===== config.mk =====
export PLATFORM = sky130hd
export DESIGN_NAME = au_muldiv_sequencer_flat
export DESIGN_NICKNAME = d
export VERILOG_FILES = /design/src/rtl/au_muldiv_sequencer_if.sv /design/src/rtl/au_muldiv_sequencer.sv /design/src/flat_wrapper.sv
export SDC_FILE = /design/constraint.sdc
export NUM_CORES = 1
export LEC_CHECK = 0
export ABC_AREA = 1
export BUFFER_PORTS_ARGS = -buffer_cell sky130_fd_sc_hd__buf_2
export CELL_PAD_IN_SITES_DETAIL_PLACEMENT = 1
export CELL_PAD_IN_SITES_GLOBAL_PLACEMENT = 2
export CORE_MARGIN = 4
export CORE_UTILIZATION = 31
export CTS_CLUSTER_SIZE = 16
export DETAILED_ROUTE_END_ITERATION = 7
export GPL_ROUTABILITY_DRIVEN = 0
export GPL_TIMING_DRIVEN = 0
export PLACE_DENSITY = 0.88
export SETUP_SLACK_MARGIN = 0.15
export SYNTH_ARGS = -nofsm -noshare
export SYNTH_HDL_FRONTEND = slang
export SYNTH_SLANG_ARGS = --single-unit

===== constraint.sdc =====
create_clock -name clk -period 3.25 [get_ports clk]
set_input_delay 0.1625 -clock clk [delete_from_list [all_inputs] [get_ports clk]]
set_output_delay 0.1625 -clock clk [all_outputs]
set_load 0.02 [all_outputs]

===== src/rtl/au_muldiv_sequencer_if.sv =====
// Request/response and arithmetic-unit drive bundle for the mul/div sequencer.
// The slave modport is the sequencer's view; master is the parent's view.
interface au_muldiv_sequencer_if #(
  parameter int WIDTH = 16
);
  logic             start;
  logic             div;
  logic [WIDTH-1:0] a;
  logic [WIDTH-1:0] b;
  logic             busy;
  logic             done;
  logic [WIDTH-1:0] result;
  logic [WIDTH-1:0] rem;
  logic             err;
  logic [WIDTH-1:0] au_x;
  logic [WIDTH-1:0] au_y;
  logic             au_op1;
  logic             au_op0;
  logic [WIDTH-1:0] au_out;

  modport slave (
    input  start, div, a, b, au_out,
    output busy, done, result, rem, err, au_x, au_y, au_op1, au_op0
  );

  modport master (
    output start, div, a, b, au_out,
    input  busy, done, result, rem, err, au_x, au_y, au_op1, au_op0
  );
endinterface


===== src/rtl/au_muldiv_sequencer.sv =====
// Sequences unsigned shift-add multiply and restoring divide over an external
// combinational add/sub unit, one iteration per clock, WIDTH iterations per op.
module au_muldiv_sequencer #(
  parameter int WIDTH = 16,
  parameter int CNT_W = 5
) (
  input  logic                   clk,
  input  logic                   rst,
  au_muldiv_sequencer_if.slave   bus
);

  typedef enum logic [1:0] {IDLE, RUN, DONE} state_t;

  state_t           state_reg, state_next;
  logic [CNT_W-1:0] cnt_reg, cnt_next;
  logic             div_reg, div_next;
  // Shared datapath: acc/r, mcand/q and mplier/d reuse the same registers.
  logic [WIDTH-1:0] acc_reg, acc_next;
  logic [WIDTH-1:0] mcand_reg, mcand_next;
  logic [WIDTH-1:0] mplier_reg, mplier_next;
  logic [WIDTH-1:0] result_reg, result_next;
  logic [WIDTH-1:0] rem_reg, rem_next;
  logic             err_reg, err_next;

  logic [WIDTH:0]   s;
  logic             sub_ok;
  logic [WIDTH-1:0] acc_iter, mcand_iter;
  logic [WIDTH-1:0] au_x_c, au_y_c;
  logic             au_op1_c, au_op0_c;

  always_ff @(posedge clk) begin
    if (rst) begin
      state_reg  <= IDLE;
      cnt_reg    <= '0;
      div_reg    <= 1'b0;
      acc_reg    <= '0;
      mcand_reg  <= '0;
      mplier_reg <= '0;
      result_reg <= '0;
      rem_reg    <= '0;
      err_reg    <= 1'b0;
    end else begin
      state_reg  <= state_next;
      cnt_reg    <= cnt_next;
      div_reg    <= div_next;
      acc_reg    <= acc_next;
      mcand_reg  <= mcand_next;
      mplier_reg <= mplier_next;
      result_reg <= result_next;
      rem_reg    <= rem_next;
      err_reg    <= err_next;
    end
  end

  always_comb begin
    state_next  = state_reg;
    cnt_next    = cnt_reg;
    div_next    = div_reg;
    acc_next    = acc_reg;
    mcand_next  = mcand_reg;
    mplier_next = mplier_reg;
    result_next = result_reg;
    rem_next    = rem_reg;
    err_next    = err_reg;
    au_x_c      = '0;
    au_y_c      = '0;
    au_op1_c    = 1'b0;
    au_op0_c    = 1'b0;

    // The unit reports no borrow, so the trial-subtract decision is made here
    // from the 17-bit partial remainder.
    s      = {acc_reg, mcand_reg[WIDTH-1]};
    sub_ok = s[WIDTH] || (s[WIDTH-1:0] >= mplier_reg);

    if (div_reg) begin
      acc_iter   = sub_ok ? bus.au_out : s[WIDTH-1:0];
      mcand_iter = {mcand_reg[WIDTH-2:0], sub_ok};
    end else begin
      acc_iter   = mplier_reg[0] ? bus.au_out : acc_reg;
      mcand_iter = mcand_reg << 1;
    end

    case (state_reg)
      IDLE: begin
        if (bus.start) begin
          div_next = bus.div;
          cnt_next = '0;
          err_next = 1'b0;
          if (bus.div && (bus.b == '0)) begin
            result_next = '1;
            rem_next    = bus.a;
            err_next    = 1'b1;
            state_next  = DONE;
          end else begin
            acc_next    = '0;
            mcand_next  = bus.a;
            mplier_next = bus.b;
            state_next  = RUN;
          end
        end
      end
      RUN: begin
        if (div_reg) begin
          au_x_c   = s[WIDTH-1:0];
          au_y_c   = mplier_reg;
          au_op1_c = 1'b1;
        end else begin
          au_x_c      = acc_reg;
          au_y_c      = mcand_reg;
          mplier_next = mplier_reg >> 1;
        end
        acc_next   = acc_iter;
        mcand_next = mcand_iter;
        cnt_next   = cnt_reg + 1'b1;
        if (cnt_reg == CNT_W'(WIDTH - 1)) begin
          result_next = div_reg ? mcand_iter : acc_iter;
          rem_next    = div_reg ? acc_iter : '0;
          state_next  = DONE;
        end
      end
      DONE: state_next = IDLE;
      default: state_next = IDLE;
    endcase
  end

  assign bus.busy   = (state_reg != IDLE);
  assign bus.done   = (state_reg == DONE);
  assign bus.result = result_reg;
  assign bus.rem    = rem_reg;
  assign bus.err    = err_reg;
  assign bus.au_x   = au_x_c;
  assign bus.au_y   = au_y_c;
  assign bus.au_op1 = au_op1_c;
  assign bus.au_op0 = au_op0_c;

endmodule


===== src/flat_wrapper.sv =====
// flat-port wrapper written by rule: the top's interface ports become plain ports
module au_muldiv_sequencer_flat 
#(
  parameter int WIDTH = 16,
  parameter int CNT_W = 5
)
  (clk, rst, bus_start, bus_div, bus_a, bus_b, bus_au_out, bus_busy, bus_done, bus_result, bus_rem, bus_err, bus_au_x, bus_au_y, bus_au_op1, bus_au_op0);
  au_muldiv_sequencer_if #(.WIDTH(WIDTH)) bus_i ();
  input  logic clk;
  input  logic rst;
  input wire logic [$bits(bus_i.start)-1:0] bus_start;
  input wire logic [$bits(bus_i.div)-1:0] bus_div;
  input wire logic [$bits(bus_i.a)-1:0] bus_a;
  input wire logic [$bits(bus_i.b)-1:0] bus_b;
  input wire logic [$bits(bus_i.au_out)-1:0] bus_au_out;
  output wire logic [$bits(bus_i.busy)-1:0] bus_busy;
  output wire logic [$bits(bus_i.done)-1:0] bus_done;
  output wire logic [$bits(bus_i.result)-1:0] bus_result;
  output wire logic [$bits(bus_i.rem)-1:0] bus_rem;
  output wire logic [$bits(bus_i.err)-1:0] bus_err;
  output wire logic [$bits(bus_i.au_x)-1:0] bus_au_x;
  output wire logic [$bits(bus_i.au_y)-1:0] bus_au_y;
  output wire logic [$bits(bus_i.au_op1)-1:0] bus_au_op1;
  output wire logic [$bits(bus_i.au_op0)-1:0] bus_au_op0;
  assign bus_i.start = bus_start;
  assign bus_i.div = bus_div;
  assign bus_i.a = bus_a;
  assign bus_i.b = bus_b;
  assign bus_i.au_out = bus_au_out;
  assign bus_busy = bus_i.busy;
  assign bus_done = bus_i.done;
  assign bus_result = bus_i.result;
  assign bus_rem = bus_i.rem;
  assign bus_err = bus_i.err;
  assign bus_au_x = bus_i.au_x;
  assign bus_au_y = bus_i.au_y;
  assign bus_au_op1 = bus_i.au_op1;
  assign bus_au_op0 = bus_i.au_op0;
  au_muldiv_sequencer #(.WIDTH(WIDTH), .CNT_W(CNT_W)) u_core (.clk(clk), .rst(rst), .bus(bus_i));
endmodule

==> impl_metrics.ini <==
[clock_tree]
cts_tree = yes
cts_num_sinks = 89
insertion_delay_ns = 0.36
clk_pin_slew_worst_paths_ns = 0.07
cts-buffers-inserted = 9
cts_buffer_depth = 2
post_cts_buffers = 0
cts_resized = 0
cts_max_level = 3
postCtsHoldBufs = 0
clockRootBuffer = clkbuf_16

[logic_synthesis]
yosysTopAreaCell = dfxtp_1
synth_edf_count = 0
ys_ff_latch = 89
synth_top_area_share_pct = 33.5
seq_area_frac_synth_pct = 33.5
synthTopCellsByArea = dfxtp_1 (33%), nand2_1 (15%), o21ai_0 (7.9%)
syn_area_per_cell_um2 = 6.38
synthesis.nets = 904
ys.flop_type = dfxtp_1
synth_warnings = 0
syn_area_um2 = 5320
synthCells = 834
netlist-cell-type-count = 33
synthArstFlopShare_pct = 0

[global_route]
grt_max_degree = 17
antenna_found_initial = 0
grt_pass1_vias = 6104
grt_usage_pct = 23.0
grt_pass1_wl_um = 34900
overflow = 0

[worst_setup_path]
crit_required_ns = 3.09
end_kind = output pin
critPathMaxFanout = 10
startpoint_type = flip-flop
critPathKind = reg2out
max_stage_delay_ns = 0.46
cp_slowest_cell = clkbuf_1
crit_chain = buf_2 > clkbuf_1 > clkbuf_1 > a22oi_1 > buf_2
critPathArrivalTime_ns = 2.20

[sta]
rsz0062_at_grt = no
setup_viol = 0
max_freq_mhz = 423
skew_ns = 0.00926
slew_headroom_pct = 55.9
fin_tns_setup_ns = 0
slew_violations = 0
finalHoldViolations = 0
period_needed_ns = 2.36
worst_pin_slew_ns = 0.657
min_period_over_period_pct = 72.7

[finish]
fin_util_pct = 38.8
fill_cells = 2271
nets = 1034
antenna_cells = 0
layout_common_cells = nand2_1 (214), buf_2 (136), dfxtp_1 (89)
drive_gt1_share_pct = 18.9
area_growth_pct = 21.7
layout.cells.most_common = nand2_1

[outcome]
status = completed

[place]
io_buffers = 119
dp_hpwl_um = 18600

[drt]
postRouteAntennaNets = 0
firstDrtPassIters = 5
vias_per_cell = 5.17
drc = 0
wire_per_inst_um = 19.1
drt-total-wl_um = 22700
vias = 6148
drt-initial-drc-count = 324

[hold_path]
hold_class = in2reg

[power]
p_per_area_nw_per_um2 = 518
p_leak_nw = 3.15
ir_worst_vdd_uv = 230

[floorplanning]
dieArea_um2 = 19300
start_util_pct = 31.9
die_w_um = 139
fp.dieH_um = 139
num_io_pins = 121
num_rows = 47
design.core.area_um2 = 16700

[job]
maxCapViolations = 0
-- where the power goes --
part           leakage (nW)  internal, mW  switching (mW)
Sequential            0.731          1.19          0.0674
Clock                 0.146         0.551           0.492
Combinational          2.28         0.310           0.745
Total                  3.15          2.05            1.30
-- Yosys cell counts (2+ instances only) --
library cell / n
o21ai_1: 13
nand3_1: 53
nand4_1: 3
dfxtp_1: 89
nor3_1: 3
buf_4: 2
a21oi_1: 77
clkbuf_1: 29
ha_1: 18
buf_6: 4
inv_2: 7
a22oi_1: 15
nor2_1: 63
nor2_4: 2
buf_2: 17
inv_1: 88
nand2_2: 5
o21ai_0: 84
nand2_1: 214
a211oi_1: 15
a31oi_1: 16
nor2_2: 6
-- critical path: cells and delay by family, from the launching register on --
family | cells | cell delay [ns]
compound gates | 1 | 0.21
buf+inv | 4 | 1.31
flops | 1 | 0.31
-- routing by layer --
metal  global-route usage [%]  up-vias  part of all wire, %
li1                         -     2985                    -
met1                     31.5     2956                   46
met2                     37.5      177                   47
met3                     4.00       30                  5.2
met4                     6.39        0                  2.5
met5                        0        -                    0
-- per-stage QoR --
stage | hold slack, ns | total power [mW] | cell area (µm²) | std cells | worst slack, ns
after floorplan | 0.345 | 1.94 | 5320 | 834 | 1.52
after global placement | 0.454 | 2.31 | 6190 | 1173 | 1.14
after detailed placement | 0.461 | 2.33 | 6190 | 1173 | 1.12
after CTS | 0.112 | 3.38 | 6480 | 1189 | 0.917
after global routing | 0.121 | 3.55 | 6480 | 1189 | 0.778
final | 0.118 | 3.36 | 6480 | 1189 | 0.888
-- final cells by class --
type,count,area [µm²],area share (%)
Multi-Input combinational cell,596,2920,45.1
Sequential cell,89,1780,27.5
Timing Repair Buffer,119,596,9.19
Inverter,95,357,5.50
Tap cell,220,275,4.25
Buffer,54,263,4.06
Clock buffer,10,239,3.69
Clock inverter,6,47.5,0.734
-- worst paths after layout --
| check | from | end | slack [ns] | depth (start not counted) |
|---|---|---|---|---|
| worst max-delay path | u_core.div_reg | bus_au_y[2] | 0.89 | 5 |
| worst min-delay path | bus_a[8] | u_core.mcand_reg[8] | 0.12 | 3 |
| worst max register to register | u_core.mplier_reg[3] | u_core.bus.rem[5] | 1.10 | 12 |
| worst min register to register | u_core.cnt_reg[4] | u_core.cnt_reg[4] | 0.47 | 2 |
-- kinds of logic (layout without fill, tap and decap cells) --
group	Yosys count	count (layout)	share of synthesized area [%]
other	1	1	0.0705
DFF	89	89	33.5
AOI/OAI and AO/OA	221	221	22.6
and+or+nand+nor	356	356	28.0
buffers and inverters	149	284	11.6
adders and majority gates	18	18	4.23
(Power assumes the default switching activity.)
